`config.mk`:
```
export PLATFORM = sky130hd
export DESIGN_NAME = inst_fetch_buffer
export DESIGN_NICKNAME = d
export VERILOG_FILES = /design/src/rtl/fetch_pkg.sv /design/src/rtl/inst_fetch_buffer_sync_fifo.sv /design/src/rtl/inst_fetch_buffer.sv
export SDC_FILE = /design/constraint.sdc
export NUM_CORES = 1
export LEC_CHECK = 0
export BUFFER_PORTS_ARGS = -buffer_cell sky130_fd_sc_hd__buf_4
export CAP_MARGIN = 20
export CORE_ASPECT_RATIO = 1.2
export CORE_MARGIN = 2
export CORE_UTILIZATION = 58
export CTS_CLUSTER_DIAMETER = 30
export DETAILED_ROUTE_END_ITERATION = 7
export PLACE_DENSITY = 0.89
export SETUP_SLACK_MARGIN = 0.05
export SYNTH_ARGS = -nofsm -noshare
export SYNTH_HDL_FRONTEND = slang
export SYNTH_SLANG_ARGS = --single-unit
```
`constraint.sdc`:
```
create_clock -name clock_in -period 11.1 [get_ports clock_in]
set_input_delay 2.775 -clock clock_in [delete_from_list [all_inputs] [get_ports clock_in]]
set_output_delay 2.775 -clock clock_in [all_outputs]
set_load 0.01 [all_outputs]
```
`src/rtl/fetch_pkg.sv`:
```
// fetch_pkg: shared constants and buffered-entry layout for the instruction fetch stage.
package fetch_pkg;
    localparam logic [31:0] NOP_INST = 32'h0000_0000;
    localparam int FETCH_ENTRY_W = 65;
    typedef struct packed {
        logic [31:0] pc;
        logic [31:0] inst;
        logic        misalign;
    } fetch_entry_t;
endpackage

```
`src/rtl/inst_fetch_buffer_sync_fifo.sv`:
```
// sync_fifo: circular FIFO with synchronous clear, simultaneous push/pop and occupancy count.
module sync_fifo #(
    parameter int WIDTH = 8,
    parameter int DEPTH = 2
) (
    input  logic                           clk,
    input  logic                           rstN,
    input  logic                           clear,
    input  logic                           push,
    input  logic                           pop,
    input  logic [WIDTH-1:0]               wrData,
    output logic [WIDTH-1:0]               rdData,
    output logic                           full,
    output logic                           empty,
    output logic [$clog2(DEPTH+1)-1:0]     count
);
    localparam int AW = DEPTH > 1 ? $clog2(DEPTH) : 1;
    localparam int CW = $clog2(DEPTH + 1);
    logic [WIDTH-1:0] mem [DEPTH];
    logic [AW-1:0] wrPtr, rdPtr;
    logic doPush, doPop;
    function automatic logic [AW-1:0] nextPtr(input logic [AW-1:0] p);
        return (p == AW'(DEPTH - 1)) ? '0 : p + 1'b1;
    endfunction
    assign empty = count == '0;
    assign full = count == CW'(DEPTH);
    assign doPop = pop && !empty;
    // a full FIFO still accepts a push when the head leaves in the same cycle
    assign doPush = push && (!full || doPop);
    assign rdData = mem[rdPtr];
    always_ff @(posedge clk or negedge rstN)
        if (!rstN) begin
            wrPtr <= '0;
            rdPtr <= '0;
            count <= '0;
        end else if (clear) begin
            wrPtr <= '0;
            rdPtr <= '0;
            count <= '0;
        end else begin
            if (doPush) wrPtr <= nextPtr(wrPtr);
            if (doPop) rdPtr <= nextPtr(rdPtr);
            count <= count + CW'(doPush) - CW'(doPop);
        end
    always_ff @(posedge clk)
        if (doPush && !clear) mem[wrPtr] <= wrData;
endmodule

```
`src/rtl/inst_fetch_buffer.sv`:
```
// inst_fetch_buffer: issues word-aligned imem requests for currPC, tracks them in flight,
// and buffers returned instructions with their PC for decode; flush drops wrong-path work.
module inst_fetch_buffer #(
    parameter int          DEPTH    = 2,
    parameter int          MAX_OUT  = 2,
    parameter logic [31:0] NOP_INST = fetch_pkg::NOP_INST
) (
    input  logic        clock_in,
    input  logic        reset_in,
    input  logic [31:0] currPC,
    output logic        pc_advance,
    output logic        imem_req_valid,
    output logic [31:0] imem_req_addr,
    input  logic        imem_req_ready,
    input  logic        imem_resp_valid,
    input  logic [31:0] imem_resp_data,
    input  logic        flush,
    output logic        id_valid,
    input  logic        id_ready,
    output logic [31:0] id_inst,
    output logic [31:0] id_pc,
    output logic [31:0] id_pc_plus4,
    output logic        id_misalign
);
    import fetch_pkg::*;
    localparam int OW = $clog2(MAX_OUT + 1);
    localparam int BW = $clog2(DEPTH + 1);
    localparam int CW = $clog2(DEPTH + MAX_OUT + 1) + 1;
    fetch_entry_t head, respEntry;
    logic [32:0] reqTag, respTag;
    logic [OW-1:0] outstanding, dropCount;
    logic [BW-1:0] occupancy;
    logic bufFull, bufEmpty, pcqFull, pcqEmpty;
    logic accept, bufPush, bufPop, haveCredit;
    // requests already marked for drop do not hold a buffer slot
    assign haveCredit = CW'(occupancy) + CW'(outstanding) - CW'(dropCount) < CW'(DEPTH);
    assign imem_req_valid = reset_in && !flush && haveCredit && !pcqFull;
    assign imem_req_addr = {currPC[31:2], 2'b00};
    assign accept = imem_req_valid && imem_req_ready;
    assign pc_advance = accept;
    assign reqTag = {currPC, |currPC[1:0]};
    assign respEntry = '{pc: respTag[32:1], inst: imem_resp_data, misalign: respTag[0]};
    assign bufPush = imem_resp_valid && dropCount == '0 && !flush;
    assign bufPop = id_valid && id_ready && !flush;
    assign id_valid = !bufEmpty;
    assign id_inst = id_valid ? head.inst : NOP_INST;
    assign id_pc = id_valid ? head.pc : '0;
    assign id_pc_plus4 = id_pc + 32'd4;
    assign id_misalign = id_valid && head.misalign;
    sync_fifo #(.WIDTH(33), .DEPTH(MAX_OUT)) pcQueue (
        .clk(clock_in),
        .rstN(reset_in),
        .clear(1'b0),
        .push(accept),
        .pop(imem_resp_valid),
        .wrData(reqTag),
        .rdData(respTag),
        .full(pcqFull),
        .empty(pcqEmpty),
        .count(outstanding)
    );
    sync_fifo #(.WIDTH(FETCH_ENTRY_W), .DEPTH(DEPTH)) instBuffer (
        .clk(clock_in),
        .rstN(reset_in),
        .clear(flush),
        .push(bufPush),
        .pop(bufPop),
        .wrData(respEntry),
        .rdData(head),
        .full(bufFull),
        .empty(bufEmpty),
        .count(occupancy)
    );
    always_ff @(posedge clock_in or negedge reset_in)
        if (!reset_in) dropCount <= '0;
        else if (flush) dropCount <= outstanding - OW'(imem_resp_valid);
        else if (imem_resp_valid && dropCount != '0) dropCount <= dropCount - 1'b1;
    assert property (@(posedge clock_in) disable iff (!reset_in) !(bufPush && bufFull && !bufPop));
    assert property (@(posedge clock_in) disable iff (!reset_in) !(imem_resp_valid && pcqEmpty));
endmodule

```
# [Word-level counts from Yosys, hierarchy flattened]
# Memory sizes are Yosys's and may differ from the RTL's.
# Index checks and enable logic that the tools add are counted.
[totals] memories=2 latchBits=0 output_inout_bits=132 elab_cells=72 regBits=10 input_bits=70 ram_bits=196 rom_bits=0
[mem_list] name="instBuffer.mem" words=2 word_bits=65 rd=1 rd_ports_with_merged_regs=0 write_ports=1 line_no="inst_fetch_buffer_sync_fifo.sv:19" source="logic [WIDTH-1:0] mem [DEPTH];"
[mem_list] name="pcQueue.mem" words=2 word_bits=33 rd=1 rd_ports_with_merged_regs=0 write_ports=1 line_no="inst_fetch_buffer_sync_fifo.sv:19"
[classes] mux=17 add_sub_neg=13 magnitude_cmp=1 n_reduce_logical=30 bitwise_logic=0 shift=0 n_eq_ne=2 n_div=0 mul=0
[ops] cell="$mux 32" count=2
[ops] cell="$add 32x3->32 const B" count=1
[ops] cell="$logic_and 1x1->1" count=15
[ops] cell="$mux 1" count=12
[ops] cell="$reduce_bool 2->1" count=4
[ops] cell="$logic_not 2->1" count=3
[ops] cell="$mux 2" count=3
[ops] cell="$sub 2x1->2" count=3
[ops] cell="$logic_not 1->1" count=5
[ops] cell="$add 1x1->1 const B" count=4
[ops] cell="$add 2x1->2" count=2
[ops] cell="$eq 2x2->1 const B" count=2
[ops] cell="$lt 4x2->1 const B" count=1
[ops] cell="$sub 3x2->4" count=1
[ops] cell="$add 2x2->3" count=1
[ops] cell="$logic_or 1x1->1" count=2
[ops] cell="$reduce_or 2->1" count=1
[ops] cell="$sub 2x1->2 const B" count=1

# [Longest topological paths before layout]
[depth] depth_word=10 mapped_depth=13 mapped_depth_nobuf=11

# [By module]
# Synthesis repeated with hierarchy kept, for this count alone.
[unflattened] cells_unflattened=605 hier_area_um2=9297.7
[by_module_without_submodules] mod="sync_fifo at instBuffer" seq_area_each_um2=4003.8 area_per_inst_um2=4969.8 cells_each=231 instances=1
[by_module_without_submodules] mod="sync_fifo at pcQueue" seq_area_each_um2=2082.0 area_per_inst_um2=2633.8 cells_each=132 instances=1
[by_module_without_submodules] mod="inst_fetch_buffer" seq_area_each_um2=50.0 area_per_inst_um2=1694.1 cells_each=242 instances=1

# [Least setup slack after synthesis]
# No wires, ideal clock.
[synth_timing] kind="input port to output port" startpoint="input flush" endpoint="output pc_advance" setup_slack_ns=4.350 arrival_time_ns=3.975 required_time_ns=8.325 path_buffers=0 stages=3 path_cell_list="or3b_2 a221oi_1 and2_1"
[synth_via] elab_chain_len=5
[synth_rtl] item="start: declaration" line_no="inst_fetch_buffer.sv:17" source="input logic flush,"
[synth_rtl] item="$logic_not 1->1" line_no="inst_fetch_buffer.sv:37" source="assign imem_req_valid = reset_in && !flush && haveCredit && !pcqFull;"
[synth_rtl] item="$logic_and 1x1->1 (3 in series)" line_no="inst_fetch_buffer.sv:37"
[synth_rtl] item="named net imem_req_valid" line_no="inst_fetch_buffer.sv:12" source="output logic imem_req_valid,"
[synth_rtl] item="$logic_and 1x1->1" line_no="inst_fetch_buffer.sv:39" source="assign accept = imem_req_valid && imem_req_ready;"
[synth_rtl] item="end: declaration" line_no="inst_fetch_buffer.sv:11" source="output logic pc_advance,"
# The timed path passes the listed nets, and every way through them passes these cells.

# [Worst setup path in the final report]
[layout_timing] startpoint="input reset_in" endpoint="output pc_advance"
[layout_via] elab_chain_len=4
[layout_rtl] item="start: declaration" line_no="inst_fetch_buffer.sv:9" source="input logic reset_in,"
[layout_rtl] item="$logic_and 1x1->1 (3 in series)" line_no="inst_fetch_buffer.sv:37"
[layout_rtl] item="$logic_and 1x1->1" line_no="inst_fetch_buffer.sv:39"
# No other way between the ends.

==> impl_metrics.toml <==
[setup_path]
start_kind = "input pin"
crit_type = "in -> out"
crit_fanout = 11
critPathTopFamily = "simple AND/OR/NAND/NOR gates"
cp.arrival_ns = 4.19
cpPeakStageDelay_ns = 0.45
end_kind = "primary output"
required_ns = 8.33
cp_num_buf_inv = 2
crit_path_frequent_cell = "buf_4"
cp_slowest_cell = "or3b_2"
worstPathCellList = "buf_4, or3b_2, a221oi_1, and2_1, buf_4"

[drt]
ant_nets = 0
drtIter0Drc = 388
routed_wl_mm = 17.8
drtPass1Iterations = 5
post_drt_wl_per_cell_um = 18.0
drt-vias-per-instance = 5.39
dr_total_vias = 5342
drc = 0

[timing]
report.final.hold_viol_count = 0
finalSetupTns_ns = 0
fin_crit_ns = 6.97
worst_pin_slew_ns = 1.00
setup_violations = 0
fmax_mhz = 144
finalCritPeriodShare_pct = 62.8
rsz0062_at_grt = "false"
whs_ns = 0.561
finClkSkew_ns = 0.0109
drv_slew = 0
slew_headroom_pct = 33.1
setup_ws_ns = 4.13

[global_route]
grt_pass1_vias = 5495
overflow = 0
grt_use_total_pct = 20.9
grt_pass1_wl_mm = 27.7
grt_max_degree = 59
antenna_found_initial = 0

[clock_network]
numCtsBuffers = 28
cts_setup_buffers = 0
cts_tree = "built"
numClockSinks = 206
cts_buffer_depth = 3
clk_latency_ns = 0.52
ctsHoldBuffers = 0
clockRootBuffer = "clkbuf_16"
clkTransAtPathRegs_ns = 0.06
h-tree-depth = 1
cts_resized = 0

[finish]
nFillCells = 951
drive_gt1_share_pct = 41.0
final-instance-count-excl-fill = 991
diodes = 0
most-common-layout-cells = "buf_4, edfxtp_1, nor2_1, mux2i_1, mux2_2"
syn_to_final_growth_pct = 26.7
final_core_utilization_pct = 74.1
final_common_cell = "buf_4"
nNetsFinal = 842

[status]
status = "completed"

[floorplan]
die_y_um = 141
initial_core_util_pct = 58.5
io_pins = 202
die_width_um = 118
dieArea_sq_mm = 0.0166
coreArea_sq_mm = 0.0155
fp-row-count = 50

[run]
maxCapViolations = 0

[pwr]
power.leakage_nw = 4.33
p_per_area_mw_per_mm2 = 209
ir_worst_vdd_v = 0.000139

[place]
dp_hpwl_mm = 11.8
dp_slack_ns = 4.12
dpl.cell_count = 938
routabilityCongestion = 0.785
io_buffers = 199

[yosys]
yosys_warnings = 0
synthFlopType = "edfxtp_1"
async_reset_ff_share_pct = 4.85
synth_seq_cells = 206
synth_edf_count = 196
synth.cell_area_sq_mm = 0.00904
synth_cell_type_count = 48
netlist_instances = 581
syn-mean-instance-area_sq_um = 15.6
synth-seq-area-share_pct = 67.9

[min_path]
hp-class = "reg -> reg"
==> registers in the layout, summed over array words and instances (netlist names) <==
name,flops
pcQueue.rdPtr,1
instBuffer.count,2
pcQueue.wrPtr,1
pcQueue.count,2
dropCount,2
instBuffer.mem,130
instBuffer.rdPtr,1
instBuffer.wrPtr,1
pcQueue.mem,66
==> cell type report <==
cell class              count  area [sq um]  share of cell area, %
well taps                 208           260                   2.27
inverters                  14          52.6                  0.459
repair buffers            205          1560                   13.6
multi-input cells         306          2470                   21.6
clock buffers              30           729                   6.37
clock inverters            22           240                   2.10
flip-flops and latches    206          6140                   53.6
==> power by group <==
| group | internal (W) | total [W] | switching, W |
|---|---|---|---|
| combinational | 0.000245 | 0.000532 | 0.000286 |
| sequential | 0.000926 | 0.000962 | 0.0000357 |
| clock | 0.000558 | 0.000897 | 0.000338 |
==> cells in the mapped netlist (3+ instances only) <==
master | number | share of area, %
edfxtp_1 | 196 | 65
dfrtp_1 | 10 | 2.8
nor4_2 | 6 | 0.83
ha_1 | 9 | 1.2
mux2_2 | 34 | 4.2
nand2_1 | 8 | 0.33
nor2_1 | 74 | 3.1
xor2_1 | 22 | 2.1
nor3_1 | 6 | 0.33
and2_1 | 4 | 0.28
nor2b_1 | 4 | 0.28
a21oi_1 | 3 | 0.17
nand3b_1 | 4 | 0.33
nand4_2 | 3 | 0.42
inv_1 | 14 | 0.58
nor2_2 | 3 | 0.21
buf_2 | 11 | 0.61
a211oi_2 | 3 | 0.42
nand3_1 | 14 | 0.78
o21ai_0 | 3 | 0.17
xnor2_1 | 15 | 1.5
buf_4 | 36 | 3.0
mux2i_1 | 64 | 7.1
buf_1 | 3 | 0.12
==> per-layer routing <==
layer / GRT usage (%) / vias to the layer above / routed length [um] / share of wire (%)
met5: 0 / - / 0 / 0
met4: 6.98 / 0 / 469 / 2.6
met3: 4.37 / 39 / 1210 / 6.8
met2: 37.3 / 230 / 9170 / 51
met1: 25.5 / 2613 / 6960 / 39
li1: - / 2460 / - / -
==> logic make-up after synthesis <==
logic type,after synthesis,synth area share [%]
xor+xnor,37,3.59
flops,206,67.9
simple gates,143,9.00
mux,98,11.3
compound gates,15,1.45
buf+inv,70,5.02
fa+ha+maj,11,1.69
other cells,1,0.0415
==> per-stage QoR <==
stage	cell area, sq um	power [W]
3_5_place_dp	10500	0.00150
5_1_grt	11500	0.00249
4_1_cts	11400	0.00240
2_1_floorplan	9040	0.00131
6_report	11500	0.00239
3_3_place_gp	10500	0.00148
==> worst paths after layout <==
| path | cells past startpoint | slack, ns | start | endpoint |
|---|---|---|---|---|
| setup / recovery | 5 | 4.13 | reset_in | pc_advance |
| hold / removal | 1 | 0.56 | pcQueue.wrPtr | pcQueue.wrPtr |
| setup reg to reg | 7 | 7.43 | pcQueue.count[1] | pcQueue.mem[0][25] |
| hold reg to reg | 1 | 0.56 | pcQueue.wrPtr | pcQueue.wrPtr |
| max in group asynchronous | 1 | 8.87 | reset_in | instBuffer.rdPtr |
| min in group asynchronous | 1 | 2.08 | reset_in | instBuffer.wrPtr |
Power figures use the tool's default switching activity.
